## src/rtl/fetch_word_splitter.sv

```systemverilog
// Splits tagged 64-bit fetch words into two 32-bit instructions with PCs for decode.
// Words whose address does not match the expected PC (stale after a redirect) are dropped and counted.
module fetch_word_splitter #(
  parameter int unsigned    AddrWidth = 64,
  parameter int unsigned    WordWidth = 64,
  parameter int unsigned    InstWidth = 32,
  parameter logic [AddrWidth-1:0] ResetPc = 64'h8000_0000
) (
  input  logic                           i_clk,
  input  logic                           i_rst_n,
  input  logic [AddrWidth+WordWidth-1:0] i_buf_rdata,
  input  logic                           i_buf_rempty,
  output logic                           o_buf_rinc,
  input  logic                           i_flush_valid,
  input  logic [AddrWidth-1:0]           i_flush_pc,
  output logic                           o_inst_valid,
  input  logic                           i_inst_ready,
  output logic [InstWidth-1:0]           o_inst,
  output logic [AddrWidth-1:0]           o_inst_pc,
  output logic [15:0]                    o_drop_cnt
);

  typedef enum logic [1:0] {ST_EMPTY, ST_SLOT0, ST_SLOT1} state_t;

  state_t                 r_state, w_state_nxt;
  logic [WordWidth-1:0]   r_hold, w_hold_nxt;
  logic [AddrWidth-1:0]   r_next_pc, w_next_pc_nxt;
  logic [15:0]            r_drop_cnt, w_drop_cnt_nxt;

  logic                   w_fire;
  logic                   w_drain;
  logic                   w_match;
  logic [AddrWidth-1:0]   w_pc_adv;
  logic [AddrWidth-1:0]   w_buf_addr;
  logic [WordWidth-1:0]   w_buf_word;

  assign w_buf_addr   = i_buf_rdata[AddrWidth+WordWidth-1:WordWidth];
  assign w_buf_word   = i_buf_rdata[WordWidth-1:0];

  assign o_inst_valid = (r_state != ST_EMPTY) && !i_flush_valid;
  assign w_fire       = o_inst_valid && i_inst_ready;
  assign w_drain      = (r_state == ST_EMPTY) || ((r_state == ST_SLOT1) && w_fire);
  assign o_buf_rinc   = w_drain && !i_buf_rempty && !i_flush_valid && i_rst_n;

  assign o_inst       = (r_state == ST_SLOT1) ? r_hold[2*InstWidth-1:InstWidth]
                                              : r_hold[InstWidth-1:0];
  assign o_inst_pc    = r_next_pc;
  assign o_drop_cnt   = r_drop_cnt;

  // A pop in the same cycle as a SLOT1 fire is matched against the already-advanced PC.
  assign w_pc_adv     = w_fire ? r_next_pc + AddrWidth'(4) : r_next_pc;
  assign w_match      = (w_buf_addr == (w_pc_adv & ~AddrWidth'(7)));

  always_comb begin
    w_state_nxt    = r_state;
    w_hold_nxt     = r_hold;
    w_next_pc_nxt  = w_pc_adv;
    w_drop_cnt_nxt = r_drop_cnt;
    if (i_flush_valid) begin
      w_state_nxt   = ST_EMPTY;
      w_next_pc_nxt = i_flush_pc & ~AddrWidth'(3);
    end else begin
      if (w_fire) begin
        w_state_nxt = (r_state == ST_SLOT0) ? ST_SLOT1 : ST_EMPTY;
      end
      if (o_buf_rinc) begin
        if (w_match) begin
          w_hold_nxt  = w_buf_word;
          w_state_nxt = w_pc_adv[2] ? ST_SLOT1 : ST_SLOT0;
        end else begin
          w_state_nxt = ST_EMPTY;
          if (r_drop_cnt != 16'hFFFF) begin
            w_drop_cnt_nxt = r_drop_cnt + 16'd1;
          end
        end
      end
    end
  end

  always_ff @(posedge i_clk or negedge i_rst_n) begin
    if (!i_rst_n) begin
      r_state    <= ST_EMPTY;
      r_hold     <= '0;
      r_next_pc  <= ResetPc;
      r_drop_cnt <= '0;
    end else begin
      r_state    <= w_state_nxt;
      r_hold     <= w_hold_nxt;
      r_next_pc  <= w_next_pc_nxt;
      r_drop_cnt <= w_drop_cnt_nxt;
    end
  end

endmodule

```

## config.mk

```make
export PLATFORM = sky130hd
export DESIGN_NAME = fetch_word_splitter
export DESIGN_NICKNAME = d
export VERILOG_FILES = /design/src/rtl/fetch_word_splitter.sv
export SDC_FILE = /design/constraint.sdc
export NUM_CORES = 1
export LEC_CHECK = 0
export ABC_AREA = 1
export BUFFER_PORTS_ARGS = -buffer_cell sky130_fd_sc_hd__buf_2
export CAP_MARGIN = 10
export CORE_MARGIN = 10
export CORE_UTILIZATION = 40
export DETAILED_ROUTE_END_ITERATION = 8
export GPL_TIMING_DRIVEN = 0
export PLACE_DENSITY = 0.65
export REMOVE_ABC_BUFFERS = 1
export SETUP_SLACK_MARGIN = 0.05
export SYNTH_ARGS = -nofsm -noshare
export SYNTH_HDL_FRONTEND = slang
export SYNTH_SLANG_ARGS = --single-unit
```

## constraint.sdc

```tcl
create_clock -name i_clk -period 6.99 [get_ports i_clk]
set_input_delay 0.3495 -clock i_clk [delete_from_list [all_inputs] [get_ports i_clk]]
set_output_delay 0.3495 -clock i_clk [all_outputs]
set_load 0.005 [all_outputs]
```

==> impl_metrics.yaml, run 1 <==
setup_path:
  crit_buf_inv: 5
  cp_cell_sequence: "buf_2 -> inv_2 -> nand3_2 -> nor2_2 -> nand2_1 -> nor2_1 -> nand3_1 -> nand3_1 -> nand2_1 -> inv_1 -> nand2_1 -> nor2_1 -> nand2_1 -> nor2_2 -> and2_4 -> nand3_4 -> buf_16 -> buf_12 -> nand2_1 -> o21ai_2"
  cp_common_cell: "nand2_1"
  cp_top_family: "simple AND/OR/NAND/NOR gates"
  slowest_delay_ps: 780
  path_max_fanout: 56
  crit_path_end_kind: "flip-flop"
  worstPathArrival_ps: 5530
  critPathSlowestCell: "inv_2"
  worstSetupStartpointType: "input port"
  worstPathRequired_ps: 7300
  critPathKind: "input port to flip-flop"
synthesis:
  seq_area_frac_synth_pct: 34.5
  synth_seq_cells: 144
  synth_area_leaders: "dfrtp_1, nand2_1, inv_1"
  synth_commonest_cells: "nand2_1, inv_1, nor2_1"
  synth_area_um2: 10500
  ys_async_sr_fraction_pct: 100
  synth_cell_types: 37
  synth_most_common_cell: "nand2_1"
  syn_area_per_cell_um2: 6.94
  synth_edf_count: 0
  ys_warn_count: 0
  syn_inst: 1506
  ys.flop_type: "dfrtp_1"
  synth.top_cell.area_share_pct: 34.2
  yosysTopAreaCell: "dfrtp_1"
power:
  peakVddDrop_mv: 0.125
  total_power_mw: 2.30
  p_per_area_nw_per_um2: 179
  p_leak_nw: 6.88
floorplan:
  core_um2: 25900
  die_h_um: 182
  chipWidth_um: 182
  start_util_pct: 40.3
  io_pins: 311
  fp-row-count: 59
  die-area_um2: 33000
clock_tree:
  cts_made_buffers: 17
  clkSinkCount: 144
  root_buffer: "clkbuf_16"
  insertion_delay_ps: 430
  cts_buffer_depth: 2
  cts_tree: "built"
  htree_levels: 4
  clk_pin_slew_worst_paths_ps: 70
  post_cts_resized: 0
  holdBufCountCts: 1
  post_cts_buffers: 0
route:
  drc: 0
  antenna_left: 0
  wire_per_inst_um: 17.0
  drtPass1Iterations: 5
  first_iter_violations: 680
  totalWireLength_um: 36700
  vias: 10700
  vias_per_cell: 4.97
sta:
  hold_slack_ps: 124
  setup_ws_ps: 1780
  layout_min_cycle_time_ps: 5210
  maxSlewHeadroom_pct: 32.2
  finClkSkew_ps: 12.7
  fmax_mhz: 192
  setup_viol: 0
  tightestPinTransition_ps: 1020
  drv_slew: 0
  fin_crit_sh_pct: 74.6
  final_hold_viol_count: 0
  rsz0062_at_grt: "false"
  tns_ps: 0
final_layout:
  drive_gt1_share_pct: 29.1
  fill_cells: 2633
  nets: 1998
  area_growth_syn_to_layout_pct: 23.3
worst_hold_path:
  hold_class: "input port to flip-flop"
placement:
  place.gp.congestion: 0.918
  hpwlAfterDp_um: 29900
  portBuffers: 306
  pre_cts_slack_ps: 1350
global_route:
  grt_pass1_vias: 10500
  grt_max_degree: 81
  grt_pass1_wl_um: 57100
  grtUsageTotal_pct: 21.6
  antenna_found_initial: 15
  globalRoute.totalOverflow: 0
flow_run:
  maxCapViolations: 0
status:
  status: "finished clean"
-- through the flow --
stage               cell area, um2  utilization (%)  instances
CTS                          12900             49.6       2147
global route                 12900             49.7       2150
global placement             12100             46.8       2109
floorplan                    10200                -       1468
finish                       12900             49.7       2156
detailed placement           12300             47.3       2114
-- power by group --
group	internal (mW)	leakage, nW	switching, mW
Sequential	0.875	1.86	0.0690
Clock	0.512	0.296	0.444
Combinational	0.168	4.72	0.233
-- tightest hold or removal path, delay by kind of cell --
| family | cells | cell delay (ps) |
|---|---|---|
| AND/OR/NAND/NOR | 1 | 40 |
| buffers and inverters | 1 | 70 |
| AO/OA/AOI/OAI | 1 | 50 |
-- worst paths after layout --
path	startpoint	to	slack, ps	depth (start not counted)
max	i_flush_valid	r_hold[4]$_DFFE_PN0P_	1780	20
min	i_flush_pc[61]	o_inst_pc[61]$_DFF_PN0_	120	3
max reg2reg	r_state[1]$_DFFE_PN0P_	r_hold[4]$_DFFE_PN0P_	2420	18
min reg2reg	r_hold[14]$_DFFE_PN0P_	r_hold[14]$_DFFE_PN0P_	480	2
max in group asynchronous	i_rst_n	r_hold[6]$_DFFE_PN0P_	5680	3
min in group asynchronous	i_rst_n	o_inst_pc[24]$_DFF_PN0_	510	2
-- sequential cells by signal (all words and copies together) (netlist names) --
signal	cells
r_state	2
o_drop_cnt	16
o_inst_pc	62
r_hold	64
-- logic make-up (layout without fill, tap and decap cells) --
logic type / after synthesis / after routing / synth area share, %
AOI/OAI and AO/OA: 143 / 143 / 9.73
muxes: 32 / 32 / 3.45
other: 1 / 11 / 0.0359
and+or+nand+nor: 895 / 895 / 37.9
DFF: 144 / 144 / 34.5
xor gates and xnor gates: 37 / 37 / 3.80
adders and majority gates: 2 / 2 / 0.239
buffers and inverters: 252 / 557 / 10.3
-- cell usage in the layout (no fill, tap or decap), types with 3 or more instances in the layout --
cell / Yosys / routed
xor3_1: 3 / 3
dfrtp_1: 143 / 143
o21ai_1: 9 / 9
inv_2: 2 / 3
nand3b_1: 29 / 29
nand4_1: 20 / 20
or2_2: 4 / 4
buf_2: 2 / 305
inv_8: 0 / 4
nor2_4: 7 / 7
nand3_1: 121 / 121
xnor2_1: 6 / 6
diode_2: 0 / 9
nor2_1: 172 / 172
inv_6: 0 / 3
o21ai_0: 27 / 27
clkbuf_16: 0 / 17
nand2_2: 46 / 47
inv_1: 211 / 210
mux2_2: 32 / 32
xor2_1: 26 / 26
nor3_1: 14 / 14
nand3_2: 5 / 4
a31oi_1: 37 / 37
o21ai_2: 64 / 64
clkinv_4: 0 / 4
o21bai_1: 5 / 5
nor2_2: 19 / 19
nand2_1: 453 / 452
-- per-layer routing --
metal / GRT usage (%) / vias to the layer above / wire (um)
met5: 0 / - / 86
met2: 35.4 / 407 / 16800
met1: 25.6 / 4841 / 15300
met4: 8.92 / 14 / 1320
li1: - / 5373 / -
met3: 6.96 / 83 / 3200
-- final cells by class --
class | instances | area [um2] | area share, %
Clock inverter | 15 | 174 | 1.35
Multi-Input combinational cell | 1111 | 5780 | 44.9
Tap cell | 335 | 419 | 3.25
Timing Repair Buffer | 312 | 1660 | 12.9
Sequential cell | 144 | 3600 | 28.0
Inverter | 213 | 800 | 6.21
Clock buffer | 17 | 425 | 3.30
Antenna cell | 9 | 22.5 | 0.175
Power figures use the tool's default switching activity.
==> run 2: changes to the inputs <==
- PLACE_DENSITY: 0.65 -> 0.68
- clock period: 6.99 -> 4.5 ns (I/O delays scaled with it)
==> run 2 against run 1 <==
Net effect: largest cell class unchanged; register-to-register slack got worse by 2100 ps; sequential share of layout area down 0.34 points; worst setup slack worse by 1500 ps; design area increased by 1.2%; non-clock buffer count grew 13; cell count increased by 0.46%; die area is the same.
==> impl_metrics.yaml, run 2 (synthesized netlist as in run 1, its figures left out) <==
global_route:
  grt_pass1_vias: 10800
  grt_max_degree: 78
  grtUsageTotal_pct: 21.9
  grt_pass1_wl_um: 57800
  antenna_found_initial: 11
  globalRoute.totalOverflow: 0
sta:
  tightestPinTransition_ps: 855
  maxSlewHeadroom_pct: 42.8
  tns_ps: 0
  fmax_mhz: 238
  fin_crit_sh_pct: 93.5
  layout_min_cycle_time_ps: 4210
  finClkSkew_ps: 12.0
  rsz0062_at_grt: "false"
  final_hold_viol_count: 0
  setup_viol: 0
  drv_slew: 0
power:
  sw_frac_of_total_pct: 32.0
  p_int_mw: 2.47
  switchingPower_mw: 1.16
  p_per_area_nw_per_um2: 278
  peakVddDrop_mv: 0.201
  seqPwrFrac_pct: 40.4
  combPwrFrac_pct: 17.4
  p_leak_nw: 6.92
  clkPwrFrac_pct: 42.2
setup_path:
  worstPathArrival_ps: 4520
  crit_buf_inv: 3
  worstSetupStartpointType: "flip-flop"
  critPathSlowestCell: "dfrtp_1"
  crit_path_end_kind: "flip-flop"
  slowest_delay_ps: 440
  path_max_fanout: 56
  critPathKind: "flip-flop to flip-flop"
  cp_top_family: "simple AND/OR/NAND/NOR gates"
  cp_common_cell: "nand2_1"
  worstPathRequired_ps: 4810
  cp_cell_sequence: "ha_1 -> inv_1 -> nor2_1 -> nand3_1 -> nor2_2 -> nand2_1 -> nor2_1 -> nand3_1 -> nand2_1 -> nand2_1 -> nand2_1 -> nand2_1 -> nor2_1 -> nand2_1 -> nor2_2 -> and2_4 -> nand3_4 -> buf_16 -> buf_16 -> nand2_1 -> o21ai_2"
placement:
  place.gp.congestion: 0.937
  dpl_cell_area_um2: 12300
  hpwlAfterDp_um: 29400
  portBuffers: 306
  dp.cells: 2114
final_layout:
  nets: 2012
  drive_gt1_share_pct: 29.0
  ff_latch_area_um2: 3600
  fin_area_um2: 13000
  finalNonFillerCells: 2166
  largest_register_ffs: 64
  final_common_cell: "nand2_1"
  area_growth_syn_to_layout_pct: 24.8
  layout_common_cells: "nand2_1, buf_2, inv_1"
  largest_register: "r_hold"
  utilization_pct: 50.3
  fill_cells: 2659
  multi_input_area_um2: 5800
clock_tree:
  clk_pin_slew_worst_paths_ps: 70
  htree_levels: 4
  root_buffer: "clkbuf_16"
  post_cts_buffers: 0
  cts_made_buffers: 17
  clkSinkCount: 144
  cts_tree: "built"
  insertion_delay_ps: 430
  cts_buffer_depth: 2
route:
  drtPass1Iterations: 7
  vias_per_cell: 4.90
  drc: 0
  wire_per_inst_um: 17.2
  vias: 10600
  first_iter_violations: 666
  totalWireLength_um: 37200
  antenna_left: 0
floorplan:
  core_um2: 25900
  die_h_um: 182
  start_util_pct: 40.3
  chipWidth_um: 182
  die-area_um2: 33000
  fp-row-count: 59
  io_pins: 311
flow_run:
  maxCapViolations: 0
worst_hold_path:
  hold_class: "input port to flip-flop"
status:
  status: "finished clean"
[run 2: changes by cell type in the layout (fill, tap and decap cells not counted), sizes merged]
cell,change
bufinv,+1
clkbuf,+2
clkinvlp,+4
dlygate4sd3,+13
inv,+1
clkinv,-7
nand3,+1
buf,-1
diode,-4
[run 2: metrics by stage]
| step | setup slack (ps) | power, mW | hold slack [ps] |
|---|---|---|---|
| global placement | -4840 | 2.10 | 433 |
| floorplan | -1460 | 1.80 | -70.6 |
| CTS | 220 | 3.67 | 0.618 |
| finish | 294 | 3.63 | 16.7 |
| global route | 54.8 | 3.82 | 8.93 |
| detailed placement | -887 | 2.12 | 300 |
[run 2: final timing paths]
kind	from	to	slack, ps	depth (start not counted)
max in group asynchronous	i_rst_n	r_hold[10]$_DFFE_PN0P_	3270	3
min in group asynchronous	i_rst_n	o_inst_pc[25]$_DFF_PN0_	370	2
min	i_flush_pc[7]	o_inst_pc[7]$_DFF_PN0_	20	3
min reg2reg	r_hold[4]$_DFFE_PN0P_	r_hold[4]$_DFFE_PN0P_	480	2
max reg2reg	o_inst_pc[3]$_DFF_PN0_	r_hold[11]$_DFFE_PN0P_	290	21
max	o_inst_pc[3]$_DFF_PN0_	r_hold[11]$_DFFE_PN0P_	290	21
[run 2: metal layers]
layer	global-route usage (%)	vias to the layer above	wire [um]
met5	0	-	68
met4	7.55	10	1100
met3	7.38	60	3090
met2	36.2	360	17300
met1	26.0	4811	15600
li1	-	5374	-
[run 2: timing repair]
item                                   CTS  global route
pin swaps                                0             0
setup endpoints to repair               48            29
endpoints found under the hold margin   79             0
gates cloned                             1             0
hold buffers                            14             0
resized for setup                        4             4
[run 2: layout make-up]
type                    instances  area share, %
clock inverters                14           1.30
repair buffers                325           13.8
flip-flops and latches        144           27.6
multi-input cells            1112           44.5
well taps                     335           3.21
inverters                     213           6.19
diodes                          5         0.0960
clock buffers                  18           3.29
[run 2: power groups by stage]
stage               Sequential [mW]  Combinational, mW  Clock (mW)
global route                   1.48              0.725        1.61
detailed placement             1.49              0.626           0
global placement               1.49              0.611           0
CTS                            1.47              0.640        1.57
floorplan                      1.47              0.332           0
finish                         1.47              0.632        1.53
[run 2: worst reg2reg max path, stage by stage (launching register included)]
cell     delay (ps)
dfrtp_1         440
ha_1            290
inv_1            80
nor2_1          180
nand3_1         160
nor2_2          280
nand2_1         160
nor2_1          310
nand3_1         160
nand2_1         120
nand2_1          50
nand2_1          50
nand2_1          50
nor2_1          170
nand2_1          90
nor2_2          200
and2_4          260
nand3_4         270
buf_16          320
buf_16          270
nand2_1         150
o21ai_2          50
==> run 3: changes to the inputs <==
- PLACE_DENSITY: 0.68 -> 0.76
==> run 3 against run 2 <==
Net effect: critical path depth decreased by 4; sequential cell count unchanged; worst setup slack better by 140 ps; worst hold slack improved by 2.4 ps; count of clock-buffer cells in the layout down 1; via count rose by 0.99%; sequential power about the same; core utilization about the same; critical path type unchanged.
==> impl_metrics.yaml, run 3 (synthesized netlist as in run 1, its figures left out) <==
route:
  wl_met1_um: 15100
  first_iter_violations: 828
  wl_met2_um: 17200
  antenna_left: 0
  vias_per_cell: 4.95
  routed.top_layer: "met5"
  vias: 10700
  totalWireLength_um: 36900
  wl_met3_um: 3280
  wire_per_inst_um: 17.1
  drc: 0
  drtPass1Iterations: 5
sta:
  rsz0062_at_grt: "false"
  maxSlewHeadroom_pct: 24.6
  fmax_mhz: 246
  tightestPinTransition_ps: 1130
  setup_viol: 0
  finClkSkew_ps: 15.1
  drv_slew: 0
  fin_crit_sh_pct: 90.5
  final_hold_viol_count: 0
  layout_min_cycle_time_ps: 4070
  tns_ps: 0
floorplan:
  chipWidth_um: 182
  start_util_pct: 40.3
  core_um2: 25900
  die_h_um: 182
  fp-row-count: 59
  io_pins: 311
  die-area_um2: 33000
global_route:
  grt_pass1_vias: 10700
  grtUsageTotal_pct: 21.7
  grt_max_degree: 91
  globalRoute.totalOverflow: 0
  antenna_found_initial: 8
  grt_pass1_wl_um: 57600
setup_path:
  worstSetupStartpointType: "flip-flop"
  worstPathArrival_ps: 4380
  path_max_fanout: 57
  crit_path_end_kind: "flip-flop"
  critPathKind: "flip-flop to flip-flop"
  worstPathRequired_ps: 4810
flow_run:
  maxCapViolations: 0
power:
  p_per_area_nw_per_um2: 278
  total_power_mw: 3.63
  p_leak_nw: 6.94
  peakVddDrop_mv: 0.233
placement:
  place.gp.congestion: 0.943
  portBuffers: 306
  hpwlAfterDp_um: 29800
final_layout:
  area_growth_syn_to_layout_pct: 24.9
  final_common_cell: "nand2_1"
  largest_register_ffs: 64
  largest_register: "r_hold"
  nets: 2012
  drive_gt1_share_pct: 29.0
  utilization_pct: 50.4
  layout_common_cells: "nand2_1, buf_2, inv_1"
clock_tree:
  cts_made_buffers: 17
  cts_tree: "built"
  insertion_delay_ps: 430
  htree_levels: 4
  cts_buffer_depth: 2
  root_buffer: "clkbuf_16"
  clk_pin_slew_worst_paths_ps: 80
  clkSinkCount: 144
status:
  status: "finished clean"
worst_hold_path:
  hold_class: "input port to flip-flop"
-- run 3: final timing paths --
check,start,endpoint,slack [ps],cells after the start
hold / removal,i_flush_pc[61],o_inst_pc[61]$_DFF_PN0_,20,3
max in group asynchronous,i_rst_n,r_hold[47]$_DFFE_PN0P_,3260,3
setup reg to reg,r_state[1]$_DFFE_PN0P_,r_hold[7]$_DFFE_PN0P_,430,17
hold reg to reg,r_hold[18]$_DFFE_PN0P_,r_hold[18]$_DFFE_PN0P_,480,2
min in group asynchronous,i_rst_n,o_inst_pc[60]$_DFF_PN0_,330,2
setup / recovery,r_state[1]$_DFFE_PN0P_,r_hold[7]$_DFFE_PN0P_,430,17
-- run 3: what timing repair did --
action,in CTS,in global routing
endpoints found under the hold margin,67,0
gates cloned,0,1
gates resized for setup,1,5
hold buffers,14,0
buffers inserted,0,0
setup endpoints to repair,30,39
-- run 3: power by group --
| group | internal (mW) | switching (mW) | total [mW] |
|---|---|---|---|
| combinational | 0.268 | 0.362 | 0.630 |
| sequential | 1.36 | 0.109 | 1.47 |
| clock | 0.848 | 0.680 | 1.53 |
-- run 3: area by class of cell --
class	instances	area [um2]
repair buffers	325	1790
well taps	335	419
flip-flops and latches	144	3600
clock inverters	15	191
clock buffers	17	425
multi-input cells	1112	5800
inverters	213	807
fillers	2586	12900
diodes	5	12.5
-- run 3: worst max-delay path: stages, from the launching register on --
cell	delay (ps)
dfrtp_1	460
nor2_1	130
nor3_4	430
nand3_2	320
nor2_1	490
nand2_1	160
nand3_1	120
nand2_1	50
nor2_1	80
nand2_1	60
nor2_1	80
nand2_1	100
nor2_2	410
nand3_4	280
buf_16	300
buf_16	250
nand2_1	120
o21ai_2	50
-- run 3: through the flow --
stage	cells	instance area, um2	hold slack [ps]	setup slack (ps)
after CTS	2160	13000	2.27	65.7
after detailed placement	2114	12300	245	-503
after global routing	2162	13000	9.11	119
final	2166	13100	19.0	430
after floorplan	1468	10200	-70.6	-1460
after global placement	2109	12100	432	-4730
-- run 3: metal layers --
metal  vias to the layer above  GRT usage (%)
met3                        63           6.92
li1                       5371              -
met2                       435           35.9
met4                         6           8.56
met5                         -              0
met1                      4845           25.6
